[src/rtl/block_issue_sequencer_if.sv]
// rtl/block_issue_sequencer_if.sv - block input, instruction output and control signals of the issue sequencer
interface block_issue_sequencer_if #(
  parameter int ID_W = 7
);
  logic [127:0]    block_data_in;
  logic [ID_W-1:0] block_id_in;
  logic            block_valid_in;
  logic            block_ready_out;
  logic            flush_in;
  logic [31:0]     insn_out;
  logic            insn_valid_out;
  logic            insn_ready_in;
  logic [ID_W-1:0] insn_block_id_out;
  logic [1:0]      insn_slot_out;
  logic            insn_last_out;
  logic            block_done_out;
  logic [ID_W-1:0] block_done_id_out;
  logic            busy_out;

  modport master (
    output block_data_in, block_id_in, block_valid_in, flush_in, insn_ready_in,
    input  block_ready_out, insn_out, insn_valid_out, insn_block_id_out,
    input  insn_slot_out, insn_last_out, block_done_out, block_done_id_out, busy_out
  );

  modport slave (
    input  block_data_in, block_id_in, block_valid_in, flush_in, insn_ready_in,
    output block_ready_out, insn_out, insn_valid_out, insn_block_id_out,
    output insn_slot_out, insn_last_out, block_done_out, block_done_id_out, busy_out
  );
endinterface

[src/rtl/block_issue_sequencer.sv]
// rtl/block_issue_sequencer.sv - buffers 4-instruction blocks and issues them one word per cycle
// Padding (all-zero) slots are skipped through a per-entry live mask; a done pulse marks each retired block.
module block_issue_sequencer #(
  parameter int ID_W  = 7,
  parameter int DEPTH = 2
) (
  input logic                    clk,
  input logic                    rst,
  block_issue_sequencer_if.slave bus
);
  localparam int AW = $clog2(DEPTH);

  typedef enum logic {IDLE, ISSUE} state_t;

  state_t          state_q, state_d;
  logic [127:0]    data_q [DEPTH];
  logic [ID_W-1:0] id_q   [DEPTH];
  logic [3:0]      mask_q [DEPTH];
  logic [AW:0]     rd_ptr_q, wr_ptr_q;
  logic            done_q;
  logic [ID_W-1:0] done_id_q;

  logic [AW-1:0]   rd_idx, wr_idx;
  logic            empty, full, one_left;
  logic [3:0]      head_mask, slot_oh;
  logic [127:0]    head_data;
  logic [ID_W-1:0] head_id;
  logic [1:0]      slot;
  logic [31:0]     cur_word;
  logic            is_last, issue_valid, fire, retire, push, ready_int;

  always_comb begin
    rd_idx    = rd_ptr_q[AW-1:0];
    wr_idx    = wr_ptr_q[AW-1:0];
    empty     = (rd_ptr_q == wr_ptr_q);
    full      = (rd_idx == wr_idx) && (rd_ptr_q[AW] != wr_ptr_q[AW]);
    one_left  = ((wr_ptr_q - rd_ptr_q) == (AW+1)'(1));
    head_mask = mask_q[rd_idx];
    head_data = data_q[rd_idx];
    head_id   = id_q[rd_idx];

    // Lowest live slot is next in program order.
    slot = 2'd0;
    for (int k = 3; k >= 0; k--) begin
      if (head_mask[k]) slot = 2'(k);
    end
    slot_oh = 4'b0001 << slot;

    case (slot)
      2'd0:    cur_word = head_data[127:96];
      2'd1:    cur_word = head_data[95:64];
      2'd2:    cur_word = head_data[63:32];
      default: cur_word = head_data[31:0];
    endcase

    is_last     = (head_mask != 4'd0) && ((head_mask & (head_mask - 4'd1)) == 4'd0);
    issue_valid = (state_q == ISSUE) && (head_mask != 4'd0);
    fire        = issue_valid && bus.insn_ready_in;
    // An empty-mask head retires without ever issuing.
    retire      = (state_q == ISSUE) && ((head_mask == 4'd0) || (fire && is_last));
    ready_int   = !full && !bus.flush_in;
    push        = bus.block_valid_in && ready_int;
  end

  always_comb begin
    state_d = state_q;
    case (state_q)
      IDLE:    if (push) state_d = ISSUE;
      ISSUE:   if (retire && one_left && !push) state_d = IDLE;
      default: state_d = IDLE;
    endcase
    if (bus.flush_in) state_d = IDLE;
  end

  always_ff @(posedge clk) begin
    if (rst) state_q <= IDLE;
    else     state_q <= state_d;
  end

  always_ff @(posedge clk) begin
    if (rst || bus.flush_in) begin
      rd_ptr_q  <= '0;
      wr_ptr_q  <= '0;
      done_q    <= 1'b0;
      done_id_q <= rst ? '0 : done_id_q;
    end else begin
      done_q <= retire;
      if (retire) begin
        done_id_q <= head_id;
        rd_ptr_q  <= rd_ptr_q + (AW+1)'(1);
      end
      if (push) wr_ptr_q <= wr_ptr_q + (AW+1)'(1);
    end
  end

  // Payload storage needs no reset: entries are only read while the FIFO holds them.
  always_ff @(posedge clk) begin
    if (!rst && !bus.flush_in) begin
      if (fire && !is_last) mask_q[rd_idx] <= head_mask & ~slot_oh;
      if (push) begin
        data_q[wr_idx] <= bus.block_data_in;
        id_q[wr_idx]   <= bus.block_id_in;
        mask_q[wr_idx] <= {bus.block_data_in[31:0]   != 32'h0,
                           bus.block_data_in[63:32]  != 32'h0,
                           bus.block_data_in[95:64]  != 32'h0,
                           bus.block_data_in[127:96] != 32'h0};
      end
    end
  end

  assign bus.block_ready_out   = ready_int;
  assign bus.insn_valid_out    = issue_valid;
  assign bus.insn_out          = issue_valid ? cur_word : 32'h0;
  assign bus.insn_slot_out     = issue_valid ? slot : 2'd0;
  assign bus.insn_block_id_out = issue_valid ? head_id : '0;
  assign bus.insn_last_out     = issue_valid && is_last;
  assign bus.block_done_out    = done_q;
  assign bus.block_done_id_out = done_id_q;
  assign bus.busy_out          = !empty;
endmodule

[src/flat_wrapper.sv]
// flat-port wrapper written by rule: the top's interface ports become plain ports
module block_issue_sequencer_flat 
#(
  parameter int ID_W  = 7,
  parameter int DEPTH = 2
)
  (clk, rst, bus_block_data_in, bus_block_id_in, bus_block_valid_in, bus_flush_in, bus_insn_ready_in, bus_block_ready_out, bus_insn_out, bus_insn_valid_out, bus_insn_block_id_out, bus_insn_slot_out, bus_insn_last_out, bus_block_done_out, bus_block_done_id_out, bus_busy_out);
  block_issue_sequencer_if #(.ID_W(ID_W)) bus_i ();
  input logic clk;
  input logic rst;
  input wire logic [$bits(bus_i.block_data_in)-1:0] bus_block_data_in;
  input wire logic [$bits(bus_i.block_id_in)-1:0] bus_block_id_in;
  input wire logic [$bits(bus_i.block_valid_in)-1:0] bus_block_valid_in;
  input wire logic [$bits(bus_i.flush_in)-1:0] bus_flush_in;
  input wire logic [$bits(bus_i.insn_ready_in)-1:0] bus_insn_ready_in;
  output wire logic [$bits(bus_i.block_ready_out)-1:0] bus_block_ready_out;
  output wire logic [$bits(bus_i.insn_out)-1:0] bus_insn_out;
  output wire logic [$bits(bus_i.insn_valid_out)-1:0] bus_insn_valid_out;
  output wire logic [$bits(bus_i.insn_block_id_out)-1:0] bus_insn_block_id_out;
  output wire logic [$bits(bus_i.insn_slot_out)-1:0] bus_insn_slot_out;
  output wire logic [$bits(bus_i.insn_last_out)-1:0] bus_insn_last_out;
  output wire logic [$bits(bus_i.block_done_out)-1:0] bus_block_done_out;
  output wire logic [$bits(bus_i.block_done_id_out)-1:0] bus_block_done_id_out;
  output wire logic [$bits(bus_i.busy_out)-1:0] bus_busy_out;
  assign bus_i.block_data_in = bus_block_data_in;
  assign bus_i.block_id_in = bus_block_id_in;
  assign bus_i.block_valid_in = bus_block_valid_in;
  assign bus_i.flush_in = bus_flush_in;
  assign bus_i.insn_ready_in = bus_insn_ready_in;
  assign bus_block_ready_out = bus_i.block_ready_out;
  assign bus_insn_out = bus_i.insn_out;
  assign bus_insn_valid_out = bus_i.insn_valid_out;
  assign bus_insn_block_id_out = bus_i.insn_block_id_out;
  assign bus_insn_slot_out = bus_i.insn_slot_out;
  assign bus_insn_last_out = bus_i.insn_last_out;
  assign bus_block_done_out = bus_i.block_done_out;
  assign bus_block_done_id_out = bus_i.block_done_id_out;
  assign bus_busy_out = bus_i.busy_out;
  block_issue_sequencer #(.ID_W(ID_W), .DEPTH(DEPTH)) u_core (.clk(clk), .rst(rst), .bus(bus_i));
endmodule
[config.mk]
export PLATFORM = sky130hd
export DESIGN_NAME = block_issue_sequencer_flat
export DESIGN_NICKNAME = d
export VERILOG_FILES = /design/src/rtl/block_issue_sequencer_if.sv /design/src/rtl/block_issue_sequencer.sv /design/src/flat_wrapper.sv
export SDC_FILE = /design/constraint.sdc
export NUM_CORES = 1
export LEC_CHECK = 0
export BUFFER_PORTS_ARGS = -buffer_cell sky130_fd_sc_hd__buf_2
export CORE_MARGIN = 1
export CORE_UTILIZATION = 40
export CTS_BUF_LIST = sky130_fd_sc_hd__clkbuf_8
export DETAILED_ROUTE_END_ITERATION = 8
export GPL_TIMING_DRIVEN = 0
export MAX_ROUTING_LAYER = met4
export PLACE_DENSITY = 0.6
export SLEW_MARGIN = 10
export SYNTH_ARGS = -nofsm -noshare
export SYNTH_HDL_FRONTEND = slang
export SYNTH_SLANG_ARGS = --single-unit
[constraint.sdc]
create_clock -name clk -period 6 [get_ports clk]
set_input_delay 0.6 -clock clk [delete_from_list [all_inputs] [get_ports clk]]
set_output_delay 0.6 -clock clk [all_outputs]
set_load 0.05 [all_outputs]
==> results of run 1 <==
[layout by cell type (no fill, tap or decap), drive strengths merged, types with 6 or more instances in the layout]
cell,count
nor2,60
a22oi,63
buf,227
edfxtp,285
clkinv,18
nand2,12
o21ai,40
nor4,32
o221a,31
dfxtp,7
diode,6
clkbuf,83
a21oi,72
nand4,8
a21boi,32
mux2i,77
inv,27
[registers in the layout, summed over array words and instances (netlist names), named ones only]
| register | cells |
|---|---|
| u_core.mask_q | 8 |
| u_core.rd_ptr_q | 2 |
| u_core.bus.block_done_id_out | 7 |
| u_core.state_q | 1 |
| u_core.data_q | 256 |
| u_core.id_q | 14 |
| u_core.bus.block_done_out | 1 |
| u_core.wr_ptr_q | 2 |
[per-layer routing]
layer / vias up / share of wire [%]
met3: 61 / 7.2
li1: 3892 / -
met4: 0 / 2.4
met5: - / 0
met2: 346 / 48
met1: 4268 / 43
[layout make-up]
type | count | share of cell area (%)
Sequential cell | 292 | 58.66
Multi-Input combinational cell | 481 | 22.63
Timing Repair Buffer | 194 | 6.851
Clock buffer | 54 | 5.012
Tap cell | 396 | 3.341
Buffer | 62 | 2.126
Clock inverter | 37 | 0.9787
Inverter | 8 | 0.3037
Antenna cell | 6 | 0.1012
[through the flow]
stage / power, mW / area (um2) / setup TNS (ns) / worst slack (ns)
after floorplan: 2.504 / 12400 / 0 / 1.545
after global placement: 2.645 / 13860 / -80.24 / -0.3177
after detailed placement: 2.646 / 13930 / 0 / 2.763
after CTS: 4.245 / 14810 / 0 / 2.146
after global routing: 4.360 / 14830 / 0 / 2.012
final: 4.213 / 14830 / 0 / 2.138
[where the power goes]
group / leakage (nW) / switching (mW) / internal, mW
clock: 0.529 / 0.785 / 0.823
combinational: 2.02 / 0.212 / 0.0966
sequential: 2.65 / 0.0117 / 2.29
[cell families after synthesis]
group	count (synthesis)
multiplexers	80
AO/OA/AOI/OAI	256
adder cells (fa/ha/maj)	2
XOR/XNOR	9
AND/OR/NAND/NOR	134
buffers and inverters	70
flip-flops	292
[worst reg2reg max path, stage by stage (launching register included)]
cell and delay (ns):
dfxtp_1 0.37, inv_1 0.07, ha_1 0.34, a21boi_1 0.36, nand3_1 0.45, inv_8 0.46, buf_16 0.39
[final timing paths]
kind,cells after the start,end
worst max-delay path,8,bus_insn_out[15]
worst min-delay path,1,u_core.data_q[1][51]
worst max register to register,6,u_core.data_q[0][81]
worst min register to register,2,u_core.rd_ptr_q[1]
==> run_results.csv, run 1 <==
group,metric,value,unit
yosys,async_flop_share,0,%
critical_path,max_stage_delay,0.53,ns
status,outcome,"finished, final reports clean",
yosys,ys_types,54,
global_routing,use_met2,35.75,%
timing,final.period_utilization,64.37,%
timing,tightestPinTransition,1.043,ns
drt,drtIter0Drc,739,
critical_path,arrival,3.26,ns
global_routing,grt_first_pass_wirelength,51340,um
yosys,yosys-top-cells-area,"edfxtp_1 69%, mux2i_1 6.1%, a22oi_1 3.8%",
placement,place_congestion,0.8210,
cells_and_area,fillers,2779,
yosys,ys_seq_elements,292,
clock_tree,htree_levels,2,
yosys,synth_mux_area_share,6.579,%
flow_run,cap_violations,0,
global_routing,top_usage_layer,"met2",
critical_path,reg2reg_slack,3.06,ns
cells_and_area,post-route-util,48.61,%
yosys,netlist.area_leader.share,69.02,%
critical_path,startpoint,"u_core.mask_q[0][0]",
timing,finalMaxSlewViolations,0,
drt,dr_total_vias,8567,
floorplanning,die_w,178.1,um
yosys,synth_top_family_by_area,"compound AO/OA/AOI/OAI gates",
floorplanning,core,30510,um2
cells_and_area,areaGrowthSynthToFinish,19.60,%
global_routing,grt_pass1_vias,8531,
clock_tree,clk_pin_slew,0.06,ns
pwr,leakage,5.198,nW
pwr,ir_drop,192.4,uV
yosys,synth-seq-area-share,70.15,%
yosys,ys_warn_count,0,
clock_tree,clock_tree.root_cell,"clkbuf_8",
global_routing,met3_usage,4.284,%
drt,vias_per_cell,5.599,
floorplanning,rows,64,
cells_and_area,final_nets,1230,
timing,rsz0062_at_grt,"false",
drt,dr.pass1.iters,5,
clock_tree,clk_latency,0.58,ns
yosys,synth-main-ff-cell,"edfxtp_1",
critical_path,r2r_start,"u_core.wr_ptr_q[0]",
critical_path,cp.required,5.40,ns
yosys,synthAdderAreaFrac,0.1816,%
cells_and_area,final_cells,1530,
yosys,synth_edf_count,285,
clock_tree,numCtsBuffers,50,
timing,setup_viol_count_final,0,
floorplanning,die_h,178.1,um
timing,fmax,258.9,MHz
critical_path,slowest_stage,"clkbuf_1",
global_routing,grt_antenna_before_repair,5,
clock_tree,clk_path_buf_depth,3,
yosys,syn-num-nets,984,
cells_and_area,multi_input_area,3356,um2
global_routing,grt_usage,22.71,%
clock_tree,ctsResizeCount,0,
yosys,synth_xor_area_share,0.6357,%
global_routing,grt-ovfl-total,0,
min_path,worstHoldStart,"bus_block_data_in[51]",
timing,period_needed,3.862,ns
yosys,synth_area_leader_cell,"edfxtp_1",
floorplanning,initial_utilization,40.64,%
timing,timing.slew.headroom,29.58,%
placement,dpl.cell_count,1433,
global_routing,gr-usage-met1,29.69,%
floorplanning,die_area,31710,um2
cells_and_area,seq_area,8698,um2
critical_path,cp_max_fo,10,
clock_tree,postCtsSetupBuffers,0,
cells_and_area,layout-drive-gt1-share,28.81,%
placement,io_buffers,192,
drt,wl,35060,um
timing,clock_skew,0.01995,ns
global_routing,grt_max_degree,86,
critical_path,crit_top_cell,"buf_2",
yosys,syn-instance-count,843,
critical_path,critPathLaunchType,"flip-flop",
clock_tree,clkSinkCount,292,
drt,drc,0,
yosys,synth_common_cells,"285 x edfxtp_1, 76 x mux2i_1, 72 x a21oi_1, 63 x a22oi_1, 60 x nor2_1",
timing,hold_viol_final,0,
floorplanning,ios,193,
critical_path,path_cells,"buf_2 > nor2b_1 > clkbuf_1 > a22oi_1 > o21ai_0 > a21boi_0 > o221a_2 > buf_2",
yosys,synth_compound_area_share,14.35,%
yosys,syn_area,12400,um2
yosys,synth.avg_cell_area,14.71,um2
critical_path,cp.buffers_inverters,3,
min_path,min_path_type,"primary input to flip-flop",
timing,whs,0.2191,ns
clock_tree,holdBufCountCts,0,
yosys,yosysMostFrequentCell,"edfxtp_1",
critical_path,critical_path_class,"flip-flop to output port",
drt,ant_nets,0,
drt,wl_per_cell,22.92,um
critical_path,end_kind,"output port",
yosys,synthSimpleGateAreaFrac,5.318,%
clock_tree,cts_tree,"done",
placement,dp_hpwl,23800,um
pwr,power_density,284.1,nW/um2
critical_path,cp_top_family,"compound AO/OA/AOI/OAI gates",
Power figures use the tool's default switching activity.
==> run 2, diff against run 1 <==
Settings changed: PLACE_DENSITY 0.6 to 0.62.
Clock period 6 ns to 3.12 ns, I/O delays scaled along.
==> run_results.csv, run 2 (synthesis results as in run 1) <==
group,metric,value,unit
cells_and_area,stdcell_area,16670,um2
timing,period_needed,3.026,ns
critical_path,rr_worst_depth,6,
cells_and_area,final_common_cell,"edfxtp_1",
timing,rsz0062_at_grt,"true",
timing,setup_viol_count_final,0,
critical_path,arrival,2.71,ns
timing,final.period_utilization,96.97,%
pwr,leakage,5.886,nW
global_routing,grt_usage,23.01,%
cells_and_area,final_cells,1669,
drt,ant_nets,0,
cells_and_area,final_nets,1370,
drt,wl,35780,um
cells_and_area,final_cell_mix,"285 x edfxtp_1, 185 x buf_2, 135 x dlygate4sd3_1",
floorplanning,initial_utilization,40.64,%
pwr,power_density,522.7,nW/um2
critical_path,critical_path_class,"flip-flop to output port",
placement,io_buffers,192,
placement,place_area,14090,um2
placement,dp_hpwl,24350,um
clock_tree,clkSinkCount,292,
flow_run,cap_violations,0,
drt,dr_wl_met2,17090,um
critical_path,startpoint,"u_core.mask_q[1][1]",
floorplanning,ios,193,
floorplanning,core,30510,um2
critical_path,r2r_end,"u_core.mask_q[1][2]",
drt,dr.pass1.iters,5,
floorplanning,die_h,178.1,um
timing,hold_viol_final,0,
critical_path,end_kind,"output port",
global_routing,grt_antenna_before_repair,1,
cells_and_area,layout-drive-gt1-share,29.74,%
floorplanning,rows,64,
drt,drc,0,
cells_and_area,regMostFlops,"u_core.data_q",
drt,dr_total_vias,9062,
cells_and_area,top_regs,"u_core.data_q (256), u_core.id_q (14), u_core.mask_q (8)",
pwr,ir_drop,343.4,uV
clock_tree,htree_levels,2,
critical_path,cp_max_fo,10,
critical_path,r2r_start,"u_core.mask_q[0][1]",
timing,tightestPinTransition,1.072,ns
global_routing,grt_max_degree,37,
placement,dpl.cell_count,1439,
floorplanning,die_area,31710,um2
clock_tree,clk_pin_slew,0.07,ns
critical_path,cp-endpoint,"bus_insn_out[3]",
timing,clock_skew,0.01705,ns
drt,drt-met1-wl,14930,um
placement,place_congestion,0.8166,
cells_and_area,areaGrowthSynthToFinish,34.42,%
critical_path,critPathLaunchType,"flip-flop",
clock_tree,numCtsBuffers,50,
critical_path,reg2reg_slack,0.22,ns
drt,highest_layer,"met4",
global_routing,grt_first_pass_wirelength,52390,um
clock_tree,cts_tree,"done",
clock_tree,clk_path_buf_depth,3,
global_routing,grt_pass1_vias,9144,
drt,drtIter0Drc,670,
drt,routed-wl-met3,2580,um
critical_path,cp.required,2.81,ns
timing,timing.slew.headroom,27.62,%
timing,fmax,330.5,MHz
timing,finalMaxSlewViolations,0,
clock_tree,clk_latency,0.58,ns
global_routing,grt-ovfl-total,0,
drt,wl_per_cell,21.44,um
status,outcome,"finished, final reports clean",
clock_tree,clock_tree.root_cell,"clkbuf_8",
min_path,min_path_type,"primary input to flip-flop",
cells_and_area,largest_reg_flops,256,
floorplanning,die_w,178.1,um
drt,vias_per_cell,5.430,
==> run 2: cell types whose count changed in the layout (fill, tap and decap cells not counted), moves of 5 or more <==
cell,delta
a21boi_2,+9
a21boi_1,+8
clkinv_2,+8
buf_12,+8
inv_1,-11
clkbuf_4,+20
buf_2,-27
clkbuf_1,-10
a21boi_0,-18
clkinvlp_4,+6
bufinv_16,+5
dlygate4sd3_1,+135
buf_6,+9
==> run 2: worst max-delay path, cell delays in order (launching register included) <==
cell      delay (ns)
edfxtp_1        0.31
buf_2           0.20
nor3_1          0.07
or2_2           0.27
clkbuf_1        0.14
buf_4           0.21
a22oi_1         0.27
a21boi_2        0.13
o221a_2         0.32
clkbuf_4        0.21
==> run 2: worst min path at each step <==
stage,from,endpoint,slack (ns),cells past startpoint
detailed placement,bus_block_id_in[3],u_core.id_q[1][3],0.50,1
global route,bus_block_valid_in,u_core.state_q,0.11,3
floorplan,bus_block_data_in[0],u_core.data_q[0][0],0.41,0
finish,bus_block_valid_in,u_core.state_q,0.07,3
CTS,bus_block_valid_in,u_core.state_q,0.03,3
global placement,bus_block_id_in[1],u_core.id_q[0][1],0.50,1
==> run 2: repair_timing <==
| item | 4_1_cts | 5_1_grt |
|---|---|---|
| hold buffers | 135 | 0 |
| setup endpoints to repair | 41 | 33 |
| gates cloned | 0 | 0 |
| endpoints found under the hold margin | 270 | 0 |
| resized for setup | 52 | 36 |
| buffers inserted | 1 | 0 |
| pin swaps | 1 | 1 |
==> run 2: per-stage QoR <==
| step | TNS [ns] | util (%) | worst slack (ns) | hold WS (ns) | total power, mW |
|---|---|---|---|---|---|
| floorplan | -41.59 | - | -0.1541 | 0.4109 | 4.818 |
| global placement | -398.92 | 45.64 | -1.495 | 0.4992 | 5.084 |
| detailed placement | 0 | 46.17 | 0.2143 | 0.5030 | 5.096 |
| CTS | -0.3691 | 54.33 | -0.03669 | 0.02761 | 8.759 |
| global route | -0.003049 | 54.62 | -0.003049 | 0.1108 | 8.993 |
| finish | 0 | 54.63 | 0.09441 | 0.06796 | 8.712 |
==> run 2: metal layers <==
layer,track usage [%],vias to the layer above
met3,3.794,83
met1,29.03,4420
li1,-,4170
met5,-,-
met2,37.13,389
met4,8.939,0
==> run 2: where the power goes <==
group | leakage (nW) | switching, mW | internal (mW)
combinational | 2.68 | 0.437 | 0.319
clock | 0.553 | 1.61 | 1.93
sequential | 2.65 | 0.0243 | 4.39
==> run 2: area by class of cell <==
type,count,area (um2)
Clock buffer,50,688.2
Fill cell,2571,13840
Antenna cell,2,5.005
Sequential cell,292,8703
Multi-Input combinational cell,481,3493
Tap cell,396,495.5
Inverter,8,40.04
Timing Repair Buffer,336,2520
Buffer,60,389.1
Clock inverter,44,332.8
